<file path="config.mk">
export PLATFORM = sky130hd
export DESIGN_NAME = ring_phase_tracker
export DESIGN_NICKNAME = d
export VERILOG_FILES = /design/src/rtl/ring_pkg.sv /design/src/rtl/onehot_enc.sv /design/src/rtl/ring_phase_tracker.sv
export SDC_FILE = /design/constraint.sdc
export NUM_CORES = 1
export LEC_CHECK = 0
export BUFFER_PORTS_ARGS = -buffer_cell sky130_fd_sc_hd__clkbuf_2
export CAP_MARGIN = 40
export CORE_ASPECT_RATIO = 0.8
export CORE_MARGIN = 2
export CORE_UTILIZATION = 54
export CTS_CLUSTER_DIAMETER = 80
export DETAILED_ROUTE_END_ITERATION = 7
export GPL_ROUTABILITY_DRIVEN = 0
export GPL_TIMING_DRIVEN = 1
export PLACE_DENSITY = 0.88
export SYNTH_ARGS = -nofsm -noshare
export SYNTH_HDL_FRONTEND = slang
export SYNTH_SLANG_ARGS = --single-unit
</file>
<file path="constraint.sdc">
create_clock -name clk -period 3.7 [get_ports clk]
set_input_delay 0.185 -clock clk [delete_from_list [all_inputs] [get_ports clk]]
set_output_delay 0.185 -clock clk [all_outputs]
set_load 0.01 [all_outputs]
</file>
<file path="src/rtl/ring_pkg.sv">
// Shared types, default sizes and the expected-code rotate for the ring tracker stages.
package ring_pkg;

    typedef enum logic [1:0] {SEEK, LOCK, RECOVER} state_e;

    localparam int unsigned RING_WIDTH = 4;
    localparam int unsigned RING_REV_W = 8;

    // Rotate-left by one inside a ring of 'width' bits (width <= 32); bits above width stay 0.
    function automatic logic [31:0] rotl1(input logic [31:0] code, input int unsigned width);
        logic [31:0] mask;
        mask = (width >= 32) ? 32'hFFFF_FFFF : ((32'd1 << width) - 32'd1);
        return ((code << 1) | (code >> (width - 1))) & mask;
    endfunction

endpackage

</file>
<file path="src/rtl/onehot_enc.sv">
// Combinational one-hot legality check plus binary encode of the hot bit position.
module onehot_enc
    import ring_pkg::*;
#(
    parameter int unsigned WIDTH = RING_WIDTH
) (
    input  logic [WIDTH-1:0]         code_i,
    output logic                     legal_o,
    output logic [$clog2(WIDTH)-1:0] idx_o
);

    localparam int unsigned IDX_W = $clog2(WIDTH);

    int unsigned hot_cnt;

    // OR-ing the indices is exact when exactly one bit is set; other cases are flagged illegal.
    always_comb begin
        hot_cnt = 0;
        idx_o   = '0;
        for (int i = 0; i < WIDTH; i++) begin
            if (code_i[i]) begin
                hot_cnt = hot_cnt + 1;
                idx_o   = idx_o | IDX_W'(i);
            end
        end
        legal_o = (hot_cnt == 1);
    end

endmodule

</file>
<file path="src/rtl/ring_phase_tracker.sv">
// Tracks a one-hot ring counter: phase index, revolution count, sequence errors and preset recovery.
// Define RING_TRACK_ERRCNT_EN to build the saturating error counter behind err_cnt.
module ring_phase_tracker
    import ring_pkg::*;
#(
    parameter int unsigned WIDTH       = RING_WIDTH,
    parameter int unsigned REV_W       = RING_REV_W,
    parameter int unsigned FAULT_LIMIT = 2
) (
    input  logic                     clk,
    input  logic                     rst,
    input  logic [WIDTH-1:0]         ring_in,
    input  logic                     ring_vld,
    output logic [$clog2(WIDTH)-1:0] phase_idx,
    output logic                     phase_vld,
    output logic [REV_W-1:0]         rev_cnt,
    output logic                     rev_pulse,
    output logic                     err_seq,
    output logic                     fault,
    output logic                     preset_req,
    output logic [7:0]               err_cnt
);

    localparam int unsigned IDX_W = $clog2(WIDTH);
    localparam int unsigned ILL_W = $clog2(FAULT_LIMIT + 1);

    state_e             state_q, state_d;
    logic [ILL_W-1:0]   ill_q, ill_d;
    logic [WIDTH-1:0]   prev_q, prev_d;
    logic [IDX_W-1:0]   idx_q, idx_d;
    logic               vld_q, vld_d;
    logic [REV_W-1:0]   rev_q, rev_d;
    logic               rev_pulse_q, rev_pulse_d;
    logic               err_seq_q, err_seq_d;

    logic               legal;
    logic [IDX_W-1:0]   enc_idx;
    logic [31:0]        exp_code;
    logic               seq_ok;

    onehot_enc #(.WIDTH(WIDTH)) u_enc (
        .code_i  (ring_in),
        .legal_o (legal),
        .idx_o   (enc_idx)
    );

    assign exp_code = rotl1(32'(prev_q), WIDTH);
    assign seq_ok   = (exp_code == 32'(ring_in));

    always_comb begin
        state_d     = state_q;
        ill_d       = ill_q;
        prev_d      = prev_q;
        idx_d       = idx_q;
        vld_d       = vld_q;
        rev_d       = rev_q;
        rev_pulse_d = 1'b0;
        err_seq_d   = 1'b0;
        if (ring_vld) begin
            prev_d = ring_in;
            unique case (state_q)
                SEEK: begin
                    if (legal) begin
                        state_d = LOCK;
                        idx_d   = enc_idx;
                        vld_d   = 1'b1;
                        ill_d   = '0;
                    end else begin
                        ill_d = ill_q + ILL_W'(1);
                        if (32'(ill_q) + 32'd1 >= FAULT_LIMIT) state_d = RECOVER;
                    end
                end
                LOCK: begin
                    if (legal) begin
                        idx_d = enc_idx;
                        if (seq_ok) begin
                            if (prev_q[WIDTH-1] && ring_in[0]) begin
                                rev_d       = rev_q + REV_W'(1);
                                rev_pulse_d = 1'b1;
                            end
                        end else begin
                            err_seq_d = 1'b1;
                        end
                    end else begin
                        vld_d   = 1'b0;
                        ill_d   = ILL_W'(1);
                        state_d = (FAULT_LIMIT == 1) ? RECOVER : SEEK;
                    end
                end
                RECOVER: begin
                    // Only a ring restarted at phase 0 ends recovery.
                    if (ring_in == WIDTH'(1)) begin
                        state_d = LOCK;
                        idx_d   = '0;
                        vld_d   = 1'b1;
                        ill_d   = '0;
                    end
                end
                default: state_d = SEEK;
            endcase
        end
    end

    always_ff @(posedge clk) begin
        if (rst) begin
            state_q     <= SEEK;
            ill_q       <= '0;
            prev_q      <= '0;
            idx_q       <= '0;
            vld_q       <= 1'b0;
            rev_q       <= '0;
            rev_pulse_q <= 1'b0;
            err_seq_q   <= 1'b0;
        end else begin
            state_q     <= state_d;
            ill_q       <= ill_d;
            prev_q      <= prev_d;
            idx_q       <= idx_d;
            vld_q       <= vld_d;
            rev_q       <= rev_d;
            rev_pulse_q <= rev_pulse_d;
            err_seq_q   <= err_seq_d;
        end
    end

    assign phase_idx  = idx_q;
    assign phase_vld  = vld_q;
    assign rev_cnt    = rev_q;
    assign rev_pulse  = rev_pulse_q;
    assign err_seq    = err_seq_q;
    assign fault      = (state_q == RECOVER);
    assign preset_req = (state_q == RECOVER);

`ifdef RING_TRACK_ERRCNT_EN
    logic [7:0] err_cnt_q, err_cnt_d;

    always_comb begin
        err_cnt_d = err_cnt_q;
        if (ring_vld && (!legal || err_seq_d) && (err_cnt_q != 8'hFF)) begin
            err_cnt_d = err_cnt_q + 8'd1;
        end
    end

    always_ff @(posedge clk) begin
        if (rst) err_cnt_q <= '0;
        else     err_cnt_q <= err_cnt_d;
    end

    assign err_cnt = err_cnt_q;
`else
    assign err_cnt = '0;
`endif

endmodule

</file>
==> results.sh, run 1 <==
export IMPL_peakVddDrop_uv=250.2
export IMPL_syn_inst=158
export IMPL_overflow=0
export IMPL_core_um2=2462
export IMPL_slowest_stage="or4_4"
export IMPL_dieArea_um2=3036
export IMPL_nNetsFinal=194
export IMPL_grt_pass1_vias=1194
export IMPL_clock_skew_ns=0.003938
export IMPL_dp_hpwl_mm=2.150
export IMPL_cts_tree="done"
export IMPL_path_clk_slew_ns=0.12
export IMPL_grt_busiest_layer="met2"
export IMPL_drive_gt1_share_pct=20.00
export IMPL_maxCapViolCount=0
export IMPL_synth_seq_cells=21
export IMPL_vias_per_cell=5.621
export IMPL_antenna_cells=0
export IMPL_min_period_over_period_pct=72.00
export IMPL_ant_nets=0
export IMPL_synth_avg_cell_area_um2=8.917
export IMPL_hold_violations=0
export IMPL_root_buffer="clkbuf_4"
export IMPL_wirelength_mm=2.792
export IMPL_leakage_nw=0.6481
export IMPL_wire_per_inst_um=13.23
export IMPL_ys_types=46
export IMPL_clk_latency_ns=0.31
export IMPL_synth_area_leaders="dfxtp_1 30%, ha_1 9.8%, buf_4 5.3%"
export IMPL_setup_viol=0
export IMPL_drt_pass1_iterations=4
export IMPL_rows=16
export IMPL_syn_area_um2=1409
export IMPL_yosysTopAreaCellShare_pct=29.84
export IMPL_grt_use_met1_pct=25.04
export IMPL_synth_flop_cell="dfxtp_1"
export IMPL_cts_hold_buf=0
export IMPL_cp_num_buf_inv=2
export IMPL_worstSetupEndpointType="register"
export IMPL_fmax_mhz=375.4
export IMPL_track_usage_pct=21.65
export IMPL_rrSetupSlack_ns=1.42
export IMPL_grt_pass1_wl_mm=5.050
export IMPL_portBuffers=21
export IMPL_grt_antenna_before_repair=0
export IMPL_p_per_area_nw_per_um2=455.3
export IMPL_met3_usage_pct=6.037
export IMPL_cts_max_path_buffers=2
export IMPL_critPathLaunchType="input pin"
export IMPL_fin_tns_setup_ns=0
export IMPL_ctsResizeCount=0
export IMPL_synth_seq_area_share_pct=29.84
export IMPL_cp_max_fo=7
export IMPL_hp_class="input pin to register"
export IMPL_start_util_pct=57.22
export IMPL_crit_arrival_ns=2.85
export IMPL_crit_path_cell_trace="clkbuf_2, inv_1, ha_1, xor2_1, ha_1, and4b_4, or4_4, a31o_1, a2111oi_0, a211oi_1"
export IMPL_post_cts_buffers=0
export IMPL_final_util_pct=61.08
export IMPL_numCtsBuffers=3
export IMPL_crit_top_cell="ha_1"
export IMPL_maxSlewHeadroom_pct=59.69
export IMPL_rsz0062_at_grt="false"
export IMPL_worstMarginPinSlew_ns=0.5991
export IMPL_io_pins=30
export IMPL_yosys_area_top_type="dfxtp_1"
export IMPL_cpPeakStageDelay_ns=0.56
export IMPL_post_route_drc_count=0
export IMPL_synth_edf_count=0
export IMPL_chipHeight_um=49.69
export IMPL_period_needed_ns=2.664
export IMPL_grt_max_degree=27
export IMPL_drtIter0Drc=26
export IMPL_vias=1186
export IMPL_use_met2_pct=37.41
export IMPL_clock_sink_count=21
export IMPL_cts_max_level=1
export IMPL_ys_warn_count=0
export IMPL_slew_violations=0
export IMPL_syn2layout_area_growth_pct=6.749
export IMPL_critical_path_top_delay_family="compound AO/OA/AOI/OAI gates"
export IMPL_ys_async_sr_fraction_pct=0
export IMPL_path_class="input pin to register"
export IMPL_status="finished clean"
export IMPL_crit_required_ns=3.89
export IMPL_die_w_um=61.11
export IMPL_layout_common_cells="21 x dfxtp_1, 21 x clkbuf_2, 11 x ha_1"
==> Yosys cell counts, drive strengths merged (3+ instances only) <==
cell type,count
dfxtp,21
buf,13
ha,11
a21oi,10
inv,10
nor2,10
nand2,7
nand3,7
o21ai,6
mux2,5
mux2i,5
nor2b,5
nor3,5
xor2,5
or4,4
nor4b,3
o31ai,3
==> cells by family after synthesis <==
| group | after synthesis | share of synthesized area, % |
|---|---|---|
| AND/OR/NAND/NOR | 52 | 21.85 |
| AO/OA/AOI/OAI | 31 | 14.74 |
| buffers and inverters | 26 | 10.66 |
| flip-flops | 21 | 29.84 |
| adder cells (fa/ha/maj) | 11 | 9.769 |
| multiplexers | 10 | 7.815 |
| XOR/XNOR | 6 | 5.062 |
| other | 1 | 0.2662 |
==> path summary, 6_finish.rpt <==
path                      from           end  depth (start not counted)
setup / recovery    ring_in[1]    state_q[0]                         10
hold / removal      ring_in[0]     prev_q[0]                          3
hold reg to reg   phase_idx[0]  phase_idx[0]                          2
setup reg to reg     prev_q[3]    rev_cnt[6]                          5
==> report_power, final <==
| part | internal [mW] | total [mW] | switching, mW |
|---|---|---|---|
| sequential | 0.254 | 0.274 | 0.0200 |
| combinational | 0.115 | 0.295 | 0.180 |
| clock | 0.0405 | 0.115 | 0.0747 |
==> area by class of cell <==
type / count / area [um2]
Clock buffer: 3 / 22.52
Clock inverter: 1 / 5.005
Fill cell: 228 / 958.4
Inverter: 11 / 41.29
Multi-Input combinational cell: 118 / 864.6
Sequential cell: 21 / 420.4
Tap cell: 36 / 45.04
Timing Repair Buffer: 21 / 105.1
==> registers in the layout, summed over array words and instances, names as in the netlist <==
name,flops
rev_pulse,1
state_q,2
phase_vld,1
ill_q,2
err_seq,1
phase_idx,2
rev_cnt,8
prev_q,4
==> worst reg2reg max path, cell delays in order (launching register included) <==
cell,delay [ns]
dfxtp_1,0.34
ha_1,0.28
nor4_1,0.56
nand4b_2,0.31
nor3_1,0.32
mux2_2,0.37
==> metal layers <==
layer	vias up	routed length [um]	share of wire [%]
li1	590	-	-
met1	560	1257	45
met2	32	1378	49
met3	4	122	4.4
met4	0	33	1.2
met5	-	0	0
==> through the flow <==
| stage | power [mW] | hold WS (ns) | instances | area, um2 | setup slack (ns) |
|---|---|---|---|---|---|
| floorplan | 0.5127 | 0.3324 | 165 | 1435 | 0.9898 |
| global placement | 0.5516 | 0.4609 | 207 | 1476 | 0.8383 |
| detailed placement | 0.5695 | 0.4753 | 207 | 1476 | 0.7261 |
| CTS | 0.6837 | 0.1957 | 211 | 1504 | 1.060 |
| global route | 0.7391 | 0.1984 | 211 | 1504 | 0.8350 |
| finish | 0.6848 | 0.1956 | 211 | 1504 | 1.036 |
Note: power is estimated with default switching activity, not from simulation.
==> run 2: changes to the inputs <==
- clock period: 3.7 -> 2.5 ns (I/O delays scaled with it)
==> results.sh, run 2 (synthesized netlist as in run 1, its figures left out) <==
export IMPL_place_ws_ns=-0.1112
export IMPL_vias=1245
export IMPL_wirelength_mm=2.891
export IMPL_antenna_cells=0
export IMPL_cp_max_fo=9
export IMPL_drt_pass1_iterations=4
export IMPL_post_cts_buffers=0
export IMPL_hold_violations=0
export IMPL_grt_antenna_before_repair=0
export IMPL_layout_common_cells="21 x dfxtp_1, 21 x clkbuf_2, 12 x buf_4"
export IMPL_post_route_drc_count=0
export IMPL_cts_tree="done"
export IMPL_cts_max_path_buffers=2
export IMPL_setup_viol=0
export IMPL_cts_hold_buf=0
export IMPL_hp_class="input pin to register"
export IMPL_dieArea_um2=3036
export IMPL_clock_sink_count=21
export IMPL_min_period_over_period_pct=92.51
export IMPL_clk_latency_ns=0.30
export IMPL_leakage_nw=0.7026
export IMPL_grt_pass1_vias=1211
export IMPL_drtIter0Drc=21
export IMPL_grt_pass1_wl_mm=5.085
export IMPL_core_um2=2462
export IMPL_crit_required_ns=2.71
export IMPL_worstMarginPinSlew_ns=0.5279
export IMPL_vias_per_cell=5.583
export IMPL_die_w_um=61.11
export IMPL_start_util_pct=57.22
export IMPL_p_per_area_nw_per_um2=642.3
export IMPL_peakVddDrop_uv=467.2
export IMPL_fmax_mhz=432.4
export IMPL_ctsResizeCount=0
export IMPL_path_clk_slew_ns=0.12
export IMPL_status="finished clean"
export IMPL_critPathLaunchType="input pin"
export IMPL_ant_nets=0
export IMPL_track_usage_pct=21.65
export IMPL_fillCellCount=206
export IMPL_period_needed_ns=2.313
export IMPL_rows=16
export IMPL_io_pins=30
export IMPL_crit_arrival_ns=2.52
export IMPL_syn2layout_area_growth_pct=13.94
export IMPL_numCtsBuffers=3
export IMPL_overflow=0
export IMPL_slew_violations=0
export IMPL_portBuffers=21
export IMPL_fin_tns_setup_ns=0
export IMPL_drive_gt1_share_pct=25.67
export IMPL_rsz0062_at_grt="false"
export IMPL_dp_hpwl_mm=2.237
export IMPL_maxCapViolCount=0
export IMPL_wire_per_inst_um=12.96
export IMPL_nNetsFinal=206
export IMPL_path_class="input pin to register"
export IMPL_worstSetupEndpointType="register"
export IMPL_maxSlewHeadroom_pct=64.48
export IMPL_fin_ws_ns=0.1873
export IMPL_root_buffer="clkbuf_4"
export IMPL_chipHeight_um=49.69
export IMPL_clock_skew_ns=0.007086
export IMPL_cts_max_level=1
export IMPL_largest_reg_flops=8
export IMPL_grt_max_degree=27
run 2: changes by cell type in the layout (fill, tap and decap cells not counted):
cell,before,now
buf_4,0,12
clkbuf_1,0,1
clkinv_2,1,0
ha_1,11,10
ha_4,0,1
inv_1,10,9
inv_2,0,1
run 2: layer usage:
metal	vias to the layer above	wire length (um)	global-route usage, %
li1	614	-	-
met1	600	1285	25.36
met2	27	1455	37.23
met3	4	120	5.774
met4	0	29	7.246
met5	-	0	0
run 2: path summary, 6_finish.rpt:
kind,startpoint,endpoint,slack [ns],cells after the start
min reg2reg,rev_cnt[7],rev_cnt[7],0.49,2
max,ring_in[0],rev_cnt[6],0.19,10
min,ring_in[2],prev_q[2],0.21,3
max reg2reg,prev_q[3],rev_cnt[6],0.46,6
run 2: layout make-up:
cell class	instances	area, um2	area share [%]
multi-input cells	118	877.1	54.64
flip-flops and latches	21	420.4	26.19
repair buffers	33	195.2	12.16
well taps	36	45.04	2.806
inverters	11	41.29	2.572
clock buffers	4	26.28	1.637
run 2: critical path, stage by stage:
cell and delay (ns):
clkbuf_2 0.11, inv_1 0.07, ha_4 0.27, xor2_1 0.15, ha_1 0.26, nor4b_1 0.42
or4_4 0.23, nand4b_2 0.22, nor3_1 0.29, mux2_2 0.37
run 2: per-stage QoR:
step	instance area (um2)	cells	power [mW]	hold slack, ns	utilization (%)
3_5_place_dp	1579	219	0.8705	0.4742	64.13
2_1_floorplan	1448	165	0.7615	0.2724	-
3_3_place_gp	1579	219	0.8467	0.4611	64.13
5_1_grt	1605	223	1.115	0.1966	65.19
4_1_cts	1605	223	1.033	0.2026	65.19
6_report	1605	223	1.031	0.2096	65.19
run 2: where the power goes:
part           switching [mW]  leakage, nW  internal [mW]
Sequential             0.0295        0.171          0.377
Combinational           0.270        0.517          0.191
Clock                   0.101       0.0150         0.0622
Total                   0.401        0.703          0.630
